## src/rtl/bin_to_bcd_seq_pkg.sv

```systemverilog
`default_nettype none
// ============================================================================
//  Module   : bin_to_bcd_seq_pkg
//  Purpose  : Shared types, constants and sizing helper for the sequential
//             binary-to-BCD (double dabble) converter.
//  Revision : 1.0 - initial release
// ============================================================================
package bin_to_bcd_seq_pkg;

    typedef enum logic [1:0] {
        ST_IDLE  = 2'd0,
        ST_SHIFT = 2'd1,
        ST_DONE  = 2'd2
    } state_t;

    localparam int BCD_DIGIT_W   = 4;
    localparam int DABBLE_THRESH = 5;
    localparam int DABBLE_ADD    = 3;

    // Smallest digit count d such that 10^d > 2^width.
    function automatic int min_digits(input int width);
        longint unsigned lim;
        longint unsigned pw;
        int              d;
        lim = 64'd1 << width;
        pw  = 64'd1;
        d   = 0;
        while (pw <= lim) begin
            pw = pw * 64'd10;
            d  = d + 1;
        end
        return d;
    endfunction

endpackage : bin_to_bcd_seq_pkg
`default_nettype wire

```

## src/rtl/dabble_digit_adj.sv

```systemverilog
`default_nettype none
// ============================================================================
//  Module   : dabble_digit_adj
//  Purpose  : Combinational double-dabble correction of one BCD digit:
//             values 5..9 get +3, 0..4 pass through, illegal 10..15 go to 0.
//  Revision : 1.0 - initial release
// ============================================================================
module dabble_digit_adj
    import bin_to_bcd_seq_pkg::*;
(
    input  logic [BCD_DIGIT_W-1:0] digit,
    output logic [BCD_DIGIT_W-1:0] adjusted
);

    // Add-3 correction; codes above 9 cannot occur in a healthy scratch
    // register, so they are squashed to zero rather than propagated.
    always_comb begin
        adjusted = digit;
        if (digit > BCD_DIGIT_W'(9)) begin
            adjusted = '0;
        end else if (digit >= BCD_DIGIT_W'(DABBLE_THRESH)) begin
            adjusted = digit + BCD_DIGIT_W'(DABBLE_ADD);
        end
    end

endmodule : dabble_digit_adj
`default_nettype wire

```

## src/rtl/bin_to_bcd_seq.sv

```systemverilog
`default_nettype none
// ============================================================================
//  Module   : bin_to_bcd_seq
//  Purpose  : Sequential binary-to-BCD converter, one shift-and-add-3 step
//             per clock, with optional two's-complement input and a
//             start/busy/done handshake.
//  Revision : 1.0 - initial release
// ============================================================================
module bin_to_bcd_seq
    import bin_to_bcd_seq_pkg::*;
#(
    parameter int WIDTH  = 8,
    parameter int DIGITS = 3
) (
    input  logic                          clk,
    input  logic                          rst_n,
    input  logic                          start,
    input  logic                          signed_mode,
    input  logic [WIDTH-1:0]              bin_in,
    output logic                          busy,
    output logic                          done,
    output logic [BCD_DIGIT_W*DIGITS-1:0] bcd_out,
    output logic                          neg
);

    localparam int BCD_W = BCD_DIGIT_W * DIGITS;
    localparam int CNT_W = $clog2(WIDTH);

    // Parameter sanity: refuse to build a converter that cannot hold the result.
    if (WIDTH < 4 || WIDTH > 32) begin : g_bad_width
        $error("bin_to_bcd_seq: WIDTH=%0d outside 4..32", WIDTH);
    end
    if (DIGITS < min_digits(WIDTH)) begin : g_bad_digits
        $error("bin_to_bcd_seq: DIGITS=%0d too small for WIDTH=%0d (need %0d)",
               DIGITS, WIDTH, min_digits(WIDTH));
    end

    state_t             r_state;
    state_t             w_next_state;
    logic [CNT_W-1:0]   r_cnt;
    logic [WIDTH-1:0]   r_mag;
    logic [BCD_W-1:0]   r_scratch;
    logic               r_neg_lat;

    logic               w_load;
    logic               w_last;
    logic               w_neg;
    logic [WIDTH-1:0]   w_mag;
    logic [BCD_W-1:0]   w_adj;
    logic [BCD_W-1:0]   w_scratch_nxt;

    // Start is only honoured when no conversion is in flight.
    assign w_load = start && ((r_state == ST_IDLE) || (r_state == ST_DONE));
    assign w_last = (r_state == ST_SHIFT) && (r_cnt == CNT_W'(WIDTH - 1));

    // Negation needs no extra bit: for a negative input the true magnitude
    // is at most 2^(WIDTH-1), which still fits in WIDTH unsigned bits.
    assign w_neg = signed_mode & bin_in[WIDTH-1];
    assign w_mag = w_neg ? (~bin_in + WIDTH'(1)) : bin_in;

    for (genvar gi = 0; gi < DIGITS; gi++) begin : g_digit
        dabble_digit_adj u_adj (
            .digit    (r_scratch[gi*BCD_DIGIT_W +: BCD_DIGIT_W]),
            .adjusted (w_adj[gi*BCD_DIGIT_W +: BCD_DIGIT_W])
        );
    end

    // Corrected digits shift left, pulling in the magnitude MSB.
    assign w_scratch_nxt = {w_adj[BCD_W-2:0], r_mag[WIDTH-1]};

    // State register.
    always_ff @(posedge clk) begin
        if (!rst_n) begin
            r_state <= ST_IDLE;
        end else begin
            r_state <= w_next_state;
        end
    end

    // Next-state and handshake outputs.
    always_comb begin
        w_next_state = r_state;
        busy         = 1'b0;
        done         = 1'b0;
        case (r_state)
            ST_IDLE: begin
                if (start) begin
                    w_next_state = ST_SHIFT;
                end
            end
            ST_SHIFT: begin
                busy = 1'b1;
                if (w_last) begin
                    w_next_state = ST_DONE;
                end
            end
            ST_DONE: begin
                done         = 1'b1;
                w_next_state = start ? ST_SHIFT : ST_IDLE;
            end
            default: begin
                w_next_state = ST_IDLE;
            end
        endcase
    end

    // Operand load, per-cycle dabble iteration and result capture.
    always_ff @(posedge clk) begin
        if (!rst_n) begin
            r_cnt     <= '0;
            r_mag     <= '0;
            r_scratch <= '0;
            r_neg_lat <= 1'b0;
            bcd_out   <= '0;
            neg       <= 1'b0;
        end else if (w_load) begin
            r_cnt     <= '0;
            r_mag     <= w_mag;
            r_scratch <= '0;
            r_neg_lat <= w_neg;
        end else if (r_state == ST_SHIFT) begin
            r_cnt     <= r_cnt + CNT_W'(1);
            r_mag     <= r_mag << 1;
            r_scratch <= w_scratch_nxt;
            if (w_last) begin
                bcd_out <= w_scratch_nxt;
                neg     <= r_neg_lat;
            end
        end
    end

endmodule : bin_to_bcd_seq
`default_nettype wire

```

## config.mk

```make
export PLATFORM = sky130hd
export DESIGN_NAME = bin_to_bcd_seq
export DESIGN_NICKNAME = d
export VERILOG_FILES = /design/src/rtl/bin_to_bcd_seq_pkg.sv /design/src/rtl/dabble_digit_adj.sv /design/src/rtl/bin_to_bcd_seq.sv
export SDC_FILE = /design/constraint.sdc
export NUM_CORES = 1
export LEC_CHECK = 0
export BUFFER_PORTS_ARGS = -buffer_cell sky130_fd_sc_hd__buf_2
export CORE_MARGIN = 5
export CORE_UTILIZATION = 40
export DETAILED_ROUTE_END_ITERATION = 12
export GPL_ROUTABILITY_DRIVEN = 0
export GPL_TIMING_DRIVEN = 0
export SLEW_MARGIN = 20
export SYNTH_ARGS = -nofsm -noshare
export SYNTH_HDL_FRONTEND = slang
export SYNTH_SLANG_ARGS = --single-unit
```

## constraint.sdc

```tcl
create_clock -name clk -period 1.6 [get_ports clk]
set_input_delay 0.32 -clock clk [delete_from_list [all_inputs] [get_ports clk]]
set_output_delay 0.32 -clock clk [all_outputs]
set_load 0.1 [all_outputs]
```

==> metrics.md <==
| Metric | Value |
|---|---|
| Status | `complete, no violations` |
| Layout area overhead | `21.39%` |
| Syn_nets | `265` |
| Yosys warnings | `0` |
| Ratio of cells with drive above 1 in the final layout | `0.2340` |
| Register area share after synthesis | `0.3881` |
| Worst EP arrival | `1.23 ns` |
| Required time of the critical path | `1.28 ns` |
| Slew @ Worst Pin | `a little over 0.6 ns` |
| Crit path kind | `flip-flop to output pin` |
| CTS Buffer Depth | `2` |
| Reg-to-reg startpoint | `r_scratch[4]$_SDFFE_PP0P_` |
| Global-route usage over all layers | `0.1625` |
| DIE AREA | `~6500 um^2` |
| Max FO, Critical Path | `6` |
| Netlist cell types | `40` |
| CTS tree | `yes` |
| CTS Sinks | `39` |
| Final net count | `between 300 and 400` |
| Worst relative slew slack | `0.5866` |
| Post-DRT Antenna Nets | `0` |
| Filler cell count | `between 400 and 500` |
| Pwr dens | `between 800 and 900 nW/um^2` |
| Clk pin slew, worst setup/hold paths | `roughly 0.080 ns` |
| Root buffer selected by CTS | `clkbuf_8` |
| First-pass GRT wire length | `about 8200 um` |
| Vias post-DR | `between 1,500 and 2,000` |
| Total CTS buffers | `5` |
| Worst VDD drop | `696.9 uV` |
| Initial Utilization | `0.4177` |
| Die Y | `between 80 and 90 um` |
| FF+latch count, synth | `39` |
| Max Cap Viol | `0` |
| H-tree depth | `2` |
| First-pass detailed-route iteration total | `4` |
| Netlist Area Pre-Place | `2012 um^2` |
| Type of the worst min-delay path | `input pin to flip-flop` |
| DP HPWL | `~3400 um` |
| Slack of the critical path | `around 0.049 ns` |
| Largest net degree at the start of global routing | `13` |
| Vias per cell | `~5.4` |
| Hold buffers post-CTS | `0` |
| Fin. Hold Viols | `0` |
| Startpoint types | `flip-flop` |
| Achievable Freq | `644.9 MHz` |
| Vias in the first global route | `around 1,700` |
| RSZ-0062 raised after global routing | `no` |
| Leakage power | `~0.96 nW` |
| Number of synthesized flops with an enable pin | `0` |
| Iter 0 DRT Violations | `between 100 and 150` |
| Initial antenna violation count | `0` |
| Max-slew violations | `0` |
| Final Core Density | `0.5070` |
| Diode count | `0` |
| Pre-CTS WS | `-0.09836 ns` |
| Number of port buffers | `25` |
| Routed WL | `approximately 5000 um` |
| Crit end category | `output pin` |
| Hold path start | `bin_in[0]` |
| Mean post-synth cell area | `around 8 um^2` |
| CP startpoint | `r_state[1]$_SDFFE_PN0P_` |
| Num ports | `27` |
| Clock Skews | `0.006358 ns` |
| Crit share post-route | `0.9692` |
| GRT overflow | `0` |
| Routed len/inst | `between 10 and 15 um` |
| Core Footprint | `4817 um^2` |
| Setup violations, final | `0` |
| DRC | `0` |
| Final min period | `between 1.5 and 2 ns` |
| Main flop type after synthesis | `dfxtp_1` |
| Clk Latency, worst-skew pair | `0.30 ns` |
| Std-Cell Rows | `25` |
| Async set-reset flop share out of synthesis | `0` |
| Gate Count Post-Synth | `roughly 240` |
| R2R Setup Slk | `about 0.080 ns` |
| Die width | `between 80 and 90 um` |
[sequential cells by signal, summed over array words and instances (netlist names)]
| register | flops |
|---|---|
| r_cnt | 3 |
| r_scratch | 12 |
| bcd_out | 12 |
| r_state | 2 |
| r_mag | 8 |
| r_neg_lat | 1 |
| neg | 1 |
[stage by stage]
| step | total power, mW | hold WS (ns) | instances | TNS, ns | cell area (um^2) |
|---|---|---|---|---|---|
| 2_1_floorplan | 1.292 | 0.4366 | 244 | 0 | 2014 |
| 3_3_place_gp | 1.379 | 0.4482 | 336 | -0.09477 | 2223 |
| 3_5_place_dp | 1.381 | 0.4555 | 336 | -0.1065 | 2223 |
| 4_1_cts | 2.148 | 0.2927 | 345 | 0 | 2362 |
| 5_1_grt | 2.256 | 0.3100 | 349 | 0 | 2442 |
| 6_report | 2.161 | 0.2981 | 349 | 0 | 2442 |
[worst paths after layout]
path,endpoint,cells after the start
hold reg to reg,r_mag[0]$_SDFFE_PN0P_,2
setup reg to reg,r_scratch[8]$_SDFFE_PP0P_,5
hold / removal,r_mag[0]$_SDFFE_PN0P_,3
setup / recovery,busy,5
[power by group]
| group | switching, mW | leakage (nW) | internal (mW) |
|---|---|---|---|
| Sequential | 0.0294 | 0.320 | 1.01 |
| Combinational | 0.216 | 0.591 | 0.146 |
| Clock | 0.368 | 0.0505 | 0.392 |
| Total | 0.614 | 0.962 | 1.55 |
[placed cells by master, fill, tap and decap left out, types with 5 or more instances in the layout]
master,netlist,routed
nor2_1,22,22
buf_4,0,5
a211oi_1,10,5
dfxtp_1,39,33
clkbuf_8,0,7
and2_1,9,9
a21oi_1,21,21
ha_1,9,9
a31oi_1,9,9
or3_1,8,7
inv_1,14,14
nand2_1,15,15
a211oi_2,0,5
o21ai_0,25,23
buf_2,6,28
nor3_1,5,5
nand2b_1,8,8
[area by class of cell]
cell class	instances	area, um^2	area share
Buffer	12	87.58	0.03586
Clock buffer	7	96.34	0.03945
Clock inverter	1	7.507	0.003074
Inverter	15	63.81	0.02613
Multi-Input combinational cell	178	1132	0.4636
Sequential cell	39	793.3	0.3248
Tap cell	67	83.83	0.03432
Timing Repair Buffer	30	177.7	0.07275
[worst max-delay path, cell delays in order (launching register included)]
cell and delay [ns]:
dfxtp_2 0.32, nand2b_1 0.14, buf_6 0.14, inv_8 0.06
buf_8 0.10, buf_12 0.16
[Yosys cell counts, types with 2 or more instances]
cell type | count | area [um^2]
nor2b_1 | 4 | 25.02
mux2i_1 | 2 | 20.02
nand2_1 | 15 | 56.30
a22oi_1 | 2 | 15.01
o32a_1 | 2 | 20.02
ha_1 | 9 | 112.6
buf_2 | 6 | 30.03
nor3b_1 | 4 | 30.03
clkbuf_1 | 3 | 11.26
a21oi_1 | 21 | 105.1
nand2b_1 | 8 | 50.05
a31oi_1 | 9 | 56.30
nor3_1 | 5 | 25.02
buf_6 | 3 | 33.78
a211oi_1 | 10 | 75.07
nor2_1 | 22 | 82.58
dfxtp_1 | 39 | 780.8
and3_1 | 3 | 18.77
nand3_1 | 2 | 10.01
o21ai_0 | 25 | 125.1
o221ai_1 | 2 | 17.52
inv_1 | 14 | 52.55
or3_1 | 8 | 50.05
and2_1 | 9 | 56.30
xnor2_1 | 2 | 17.52
[metal layers]
layer | vias up | GRT usage | wire length (um)
met4 | 0 | 0.05912 | 94
met2 | 41 | 0.2422 | 2173
li1 | 950 | - | -
met1 | 869 | 0.2265 | 2476
met5 | - | 0 | 0
met3 | 11 | 0.03991 | 256
[cells by family after synthesis]
logic type,share of synthesized area
AO/OA/AOI/OAI,0.2338
buffers and inverters,0.06654
XOR/XNOR,0.01306
flip-flops,0.3881
AND/OR/NAND/NOR,0.2270
multiplexers,0.01555
adder cells (fa/ha/maj),0.05597
[what timing repair did]
action	4_1_cts	5_1_grt
setup endpoints to repair	3	15
gates resized for setup	9	18
pin swaps	0	1
setup buffers	1	4
Power figures use the tool's default switching activity.
